===== src/rtl/hazard_pkg.sv =====
//------------------------------------------------------------------------------
// Module   : hazard_pkg
// Purpose  : Shared register-index sizing for the ID-stage hazard logic.
// Revision : 1.0 - initial release
//------------------------------------------------------------------------------
`default_nettype none

package hazard_pkg;
    localparam int NUM_REGS   = 16;
    localparam int REG_ADDR_W = 4;
    localparam int CNT_W      = 2;

    typedef logic [REG_ADDR_W-1:0] reg_idx_t;
endpackage

`default_nettype wire


===== src/rtl/hazard_scoreboard_pending_counter.sv =====
//------------------------------------------------------------------------------
// Module   : pending_counter
// Purpose  : Per-register outstanding-write counter; holds at 0 and at max.
// Revision : 1.0 - initial release
//------------------------------------------------------------------------------
`default_nettype none

module pending_counter #(
    parameter int CNT_W = 2
) (
    input  logic             clk,
    input  logic             rst,
    input  logic             inc,
    input  logic             dec,
    output logic [CNT_W-1:0] count,
    output logic             full,
    output logic             underflow
);

    localparam logic [CNT_W-1:0] c_one = CNT_W'(1);

    logic [CNT_W-1:0] r_cnt;
    logic             w_zero;
    logic             w_full;

    assign w_zero = (r_cnt == '0);
    assign w_full = (r_cnt == '1);

    always_ff @(posedge clk) begin
        if (rst) begin
            r_cnt <= '0;
        end else if (inc && !dec && !w_full) begin
            r_cnt <= r_cnt + c_one;
        end else if (dec && !inc && !w_zero) begin
            r_cnt <= r_cnt - c_one;
        end
    end

    assign count     = r_cnt;
    assign full      = w_full;
    assign underflow = dec && !inc && w_zero;

endmodule

`default_nettype wire


===== src/rtl/hazard_scoreboard.sv =====
//------------------------------------------------------------------------------
// Module   : hazard_scoreboard
// Purpose  : Pending-write scoreboard driving the IF/ID stall request.
// Revision : 1.0 - initial release
//------------------------------------------------------------------------------
`default_nettype none

module hazard_scoreboard #(
    parameter int NUM_REGS   = hazard_pkg::NUM_REGS,
    parameter int REG_ADDR_W = hazard_pkg::REG_ADDR_W,
    parameter int CNT_W      = hazard_pkg::CNT_W,
    parameter int FWD_EN     = 0
) (
    input  logic                  clk,
    input  logic                  rst,
    input  logic [REG_ADDR_W-1:0] src1,
    input  logic [REG_ADDR_W-1:0] src2,
    input  logic                  two_src,
    input  logic                  issue_valid,
    input  logic                  issue_wb_en,
    input  logic                  issue_is_load,
    input  logic [REG_ADDR_W-1:0] issue_dest,
    input  logic                  wb_valid,
    input  logic [REG_ADDR_W-1:0] wb_dest,
    output logic                  hazard,
    output logic                  issue_fire,
    output logic [NUM_REGS-1:0]   busy_vec,
    output logic                  underflow_err
);

    logic [CNT_W-1:0]      w_cnt [NUM_REGS];
    logic [NUM_REGS-1:0]   w_inc;
    logic [NUM_REGS-1:0]   w_dec;
    logic [NUM_REGS-1:0]   w_full;
    logic [NUM_REGS-1:0]   w_uf;

    logic                  r_ld_q;
    logic [REG_ADDR_W-1:0] r_ld_dest;
    logic                  r_underflow;

    logic w_src_hit1, w_src_hit2;
    logic w_haz_nofwd, w_haz_fwd, w_data_haz, w_struct_haz;
    logic w_hazard, w_fire;

    generate
        for (genvar gi = 0; gi < NUM_REGS; gi++) begin : g_cnt
            assign w_inc[gi]    = w_fire && issue_wb_en && (issue_dest == REG_ADDR_W'(gi));
            assign w_dec[gi]    = wb_valid && (wb_dest == REG_ADDR_W'(gi));
            assign busy_vec[gi] = |w_cnt[gi];

            pending_counter #(
                .CNT_W (CNT_W)
            ) u_cnt (
                .clk       (clk),
                .rst       (rst),
                .inc       (w_inc[gi]),
                .dec       (w_dec[gi]),
                .count     (w_cnt[gi]),
                .full      (w_full[gi]),
                .underflow (w_uf[gi])
            );
        end
    endgenerate

    assign w_src_hit1  = (w_cnt[src1] != '0);
    assign w_src_hit2  = two_src && (w_cnt[src2] != '0);
    assign w_haz_nofwd = issue_valid && (w_src_hit1 || w_src_hit2);
    assign w_haz_fwd   = issue_valid && r_ld_q &&
                         ((src1 == r_ld_dest) || (two_src && (src2 == r_ld_dest)));
    assign w_data_haz  = (FWD_EN != 0) ? w_haz_fwd : w_haz_nofwd;

    // A writeback to the same register this cycle frees the slot the issue needs.
    assign w_struct_haz = issue_valid && issue_wb_en && w_full[issue_dest] &&
                          !(wb_valid && (wb_dest == issue_dest));

    assign w_hazard = w_data_haz || w_struct_haz;
    assign w_fire   = issue_valid && !w_hazard;

    // A stalled cycle never fires, so the load-use window closes after one stall.
    always_ff @(posedge clk) begin
        if (rst) begin
            r_ld_q      <= 1'b0;
            r_ld_dest   <= '0;
            r_underflow <= 1'b0;
        end else begin
            r_ld_q      <= w_fire && issue_wb_en && issue_is_load;
            r_ld_dest   <= issue_dest;
            r_underflow <= r_underflow || (|w_uf);
        end
    end

    assign hazard        = w_hazard;
    assign issue_fire    = w_fire;
    assign underflow_err = r_underflow;

endmodule

`default_nettype wire


===== config.mk =====
export PLATFORM = sky130hd
export DESIGN_NAME = hazard_scoreboard
export DESIGN_NICKNAME = d
export VERILOG_FILES = /design/src/rtl/hazard_pkg.sv /design/src/rtl/hazard_scoreboard_pending_counter.sv /design/src/rtl/hazard_scoreboard.sv
export SDC_FILE = /design/constraint.sdc
export NUM_CORES = 1
export LEC_CHECK = 0
export BUFFER_PORTS_ARGS = -buffer_cell sky130_fd_sc_hd__buf_2
export CORE_MARGIN = 1
export CORE_UTILIZATION = 50
export DETAILED_ROUTE_END_ITERATION = 12
export GPL_ROUTABILITY_DRIVEN = 1
export HOLD_SLACK_MARGIN = 0.02
export PLACE_DENSITY_LB_ADDON = 0.25
export SYNTH_ARGS = -nofsm -noshare
export SYNTH_HDL_FRONTEND = slang
export SYNTH_SLANG_ARGS = --single-unit

===== constraint.sdc =====
create_clock -name clk -period 3.85 [get_ports clk]
set_clock_uncertainty 0.2 [all_clocks]
set_input_delay 0.385 -clock clk [delete_from_list [all_inputs] [get_ports clk]]
set_output_delay 0.385 -clock clk [all_outputs]
set_load 0.05 [all_outputs]

==> impl_metrics.env <==
export IMPL_multi_input_area_um2=1690
export IMPL_ir_drop_mv=0.179
export IMPL_fp_dieH_um=73.3
export IMPL_ys_ff_latch=33
export IMPL_grt_max_degree=34
export IMPL_grt_met3_usage_pct=5.76
export IMPL_p_per_area_nw_per_um2=286
export IMPL_synth_edf_count=0
export IMPL_crit_type="reg2reg"
export IMPL_relSlewSlack_pct=56.9
export IMPL_post_cts_buffers=0
export IMPL_busiest_layer="met2"
export IMPL_postCtsResizedCells=0
export IMPL_finalWirelength_mm=7.17
export IMPL_place_congestion=1.00
export IMPL_vias=2727
export IMPL_rsz0062_at_grt="false"
export IMPL_ys_types=46
export IMPL_area_delta_synth_final_pct=14.6
export IMPL_worstPathArrival_ps=3470
export IMPL_drtPass1Iterations=6
export IMPL_syn_avg_cell_area_um2=7.27
export IMPL_htreeDepth=2
export IMPL_dpl_instance_area_um2=2800
export IMPL_initial_core_util_pct=52.8
export IMPL_clk_pin_slew_ps=70
export IMPL_drive_gt1_share_pct=18.4
export IMPL_vias_per_cell=6.02
export IMPL_mostFrequentLayoutCell="buf_2"
export IMPL_fillCellCount=468
export IMPL_stdcell_area_um2=2910
export IMPL_p_leak_uw=0.00118
export IMPL_cts_buffers=5
export IMPL_die_area_um2=5380
export IMPL_yosysSeqAreaShare_pct=26.0
export IMPL_diodes=0
export IMPL_cap_violations=0
export IMPL_drt_first_iter_violations=287
export IMPL_dieWidth_um=73.3
export IMPL_syn_num_nets=373
export IMPL_fin_nets=408
export IMPL_seqCellArea_um2=661
export IMPL_syn_cell_area_um2=2540
export IMPL_dp_hpwl_mm=5.47
export IMPL_cp_end_kind="register"
export IMPL_clock_path_buffers=2
export IMPL_antenna_found_initial=0
export IMPL_period_share_pct=91.5
export IMPL_port_buffers=40
export IMPL_worst_slew_pin_slew_ps=646
export IMPL_cts_hold_buf=0
export IMPL_async_reset_ff_share_pct=0
export IMPL_cts_sinks=33
export IMPL_clk_latency_ps=290
export IMPL_fin_tns_setup_ps=0
export IMPL_post_drt_wl_per_cell_um=15.8
export IMPL_hold_viol=0
export IMPL_grt_use_met2_pct=44.3
export IMPL_ios=42
export IMPL_ant_nets=0
export IMPL_outcome="completed"
export IMPL_crit_fanout=19
export IMPL_grt_use_total_pct=28.4
export IMPL_slew_viol_final=0
export IMPL_layout_common_cells="buf_2, nor2_1, nor3_1, dfxtp_1, inv_1"
export IMPL_grt_pass1_wl_mm=11.5
export IMPL_syn_instance_count=350
export IMPL_min_period_ps=3520
export IMPL_yosysWarningCount=0
export IMPL_gr_usage_met1_pct=38.8
export IMPL_rows=25
export IMPL_synth_main_ff_cell="dfxtp_1"
export IMPL_start_kind="register"
export IMPL_gr_total_overflow=0
export IMPL_drc=0
export IMPL_core_area_um2=4820
export IMPL_max_freq_ghz=0.284
export IMPL_grt_pass1_vias=2427
export IMPL_root_buffer="clkbuf_8"
export IMPL_finalSetupViolations=0
export IMPL_cts_tree="done"
export IMPL_cp_data_required_time_ps=3790
export IMPL_worstHoldPathType="reg2reg"
==> cell families after synthesis <==
group	after synthesis	share of synthesized area (%)
buffers and inverters	48	7.53
XOR/XNOR	4	1.38
flip-flops	33	26.0
multiplexers	9	7.48
AND/OR/NAND/NOR	147	28.9
AO/OA/AOI/OAI	109	28.7
==> state kept, by name (all words and copies together), names as in the netlist <==
signal and count:
underflow_err 1, g_cnt.u_cnt.count 32
==> critical path, cell delays in order (launching register included) <==
cell	delay, ps
dfxtp_1	360
or2_1	290
mux4_2	460
nor2b_4	150
o311ai_4	250
nand3_2	360
buf_4	300
nor3_1	270
o211ai_1	200
a2111oi_0	390
a41oi_1	150
==> final timing paths <==
path	from	endpoint	slack (ps)	cells after the start
hold reg to reg	g_cnt[5].u_cnt.count[1]$_SDFFE_PP0P_	g_cnt[5].u_cnt.count[1]$_SDFFE_PP0P_	300	2
setup / recovery	g_cnt[12].u_cnt.count[1]$_SDFFE_PP0P_	underflow_err$_SDFF_PP0_	330	10
setup reg to reg	g_cnt[12].u_cnt.count[1]$_SDFFE_PP0P_	underflow_err$_SDFF_PP0_	330	10
hold / removal	g_cnt[5].u_cnt.count[1]$_SDFFE_PP0P_	g_cnt[5].u_cnt.count[1]$_SDFFE_PP0P_	300	2
==> area by class of cell <==
cell class / count / area share (%)
multi-input combinational: 269 / 58.1
sequential: 33 / 22.7
timing repair buffer: 47 / 8.67
inverter: 29 / 3.74
clock buffer: 7 / 2.96
tap: 67 / 2.88
clock inverter: 1 / 1.03
==> cells in the mapped netlist (4+ instances only) <==
cell type / n / area [um2]
o31ai_1: 7 / 52.6
nor2_1: 36 / 135
a21oi_1: 26 / 130
o21a_1: 14 / 105
a211oi_1: 15 / 113
o21ai_0: 23 / 115
nor4_1: 5 / 31.3
or2_2: 4 / 25.0
dfxtp_1: 33 / 661
nand2b_1: 13 / 81.3
or4_1: 4 / 30.0
clkbuf_1: 14 / 52.6
nand3_1: 7 / 35.0
nand2_1: 28 / 105
mux4_2: 8 / 180
nor3_1: 34 / 170
inv_1: 29 / 109
==> stage by stage <==
step           worst slack [ps]  cells  utilization (%)  hold WS [ps]  power [uW]
3_5_place_dp                367    445             58.1           293         496
5_1_grt                   0.725    453             60.5           336         861
6_report                    325    453             60.5           304         833
3_3_place_gp                401    445             58.1           288         493
2_1_floorplan               531    350                -           269         456
4_1_cts                     380    453             60.5           304         834
==> power by group <==
group	switching, uW	leakage [uW]	internal (uW)	total, uW
combinational	97.8	0.000859	45.8	144
clock	131	0.0000585	211	342
sequential	3.14	0.000266	344	347
==> metal layers <==
layer  vias to the layer above  routed length, um
met3                        19                578
met4                         0                189
li1                       1346                  -
met2                       127               3140
met5                         -                  0
met1                      1235               3260
No activity file was read; power rests on OpenSTA's default activity.
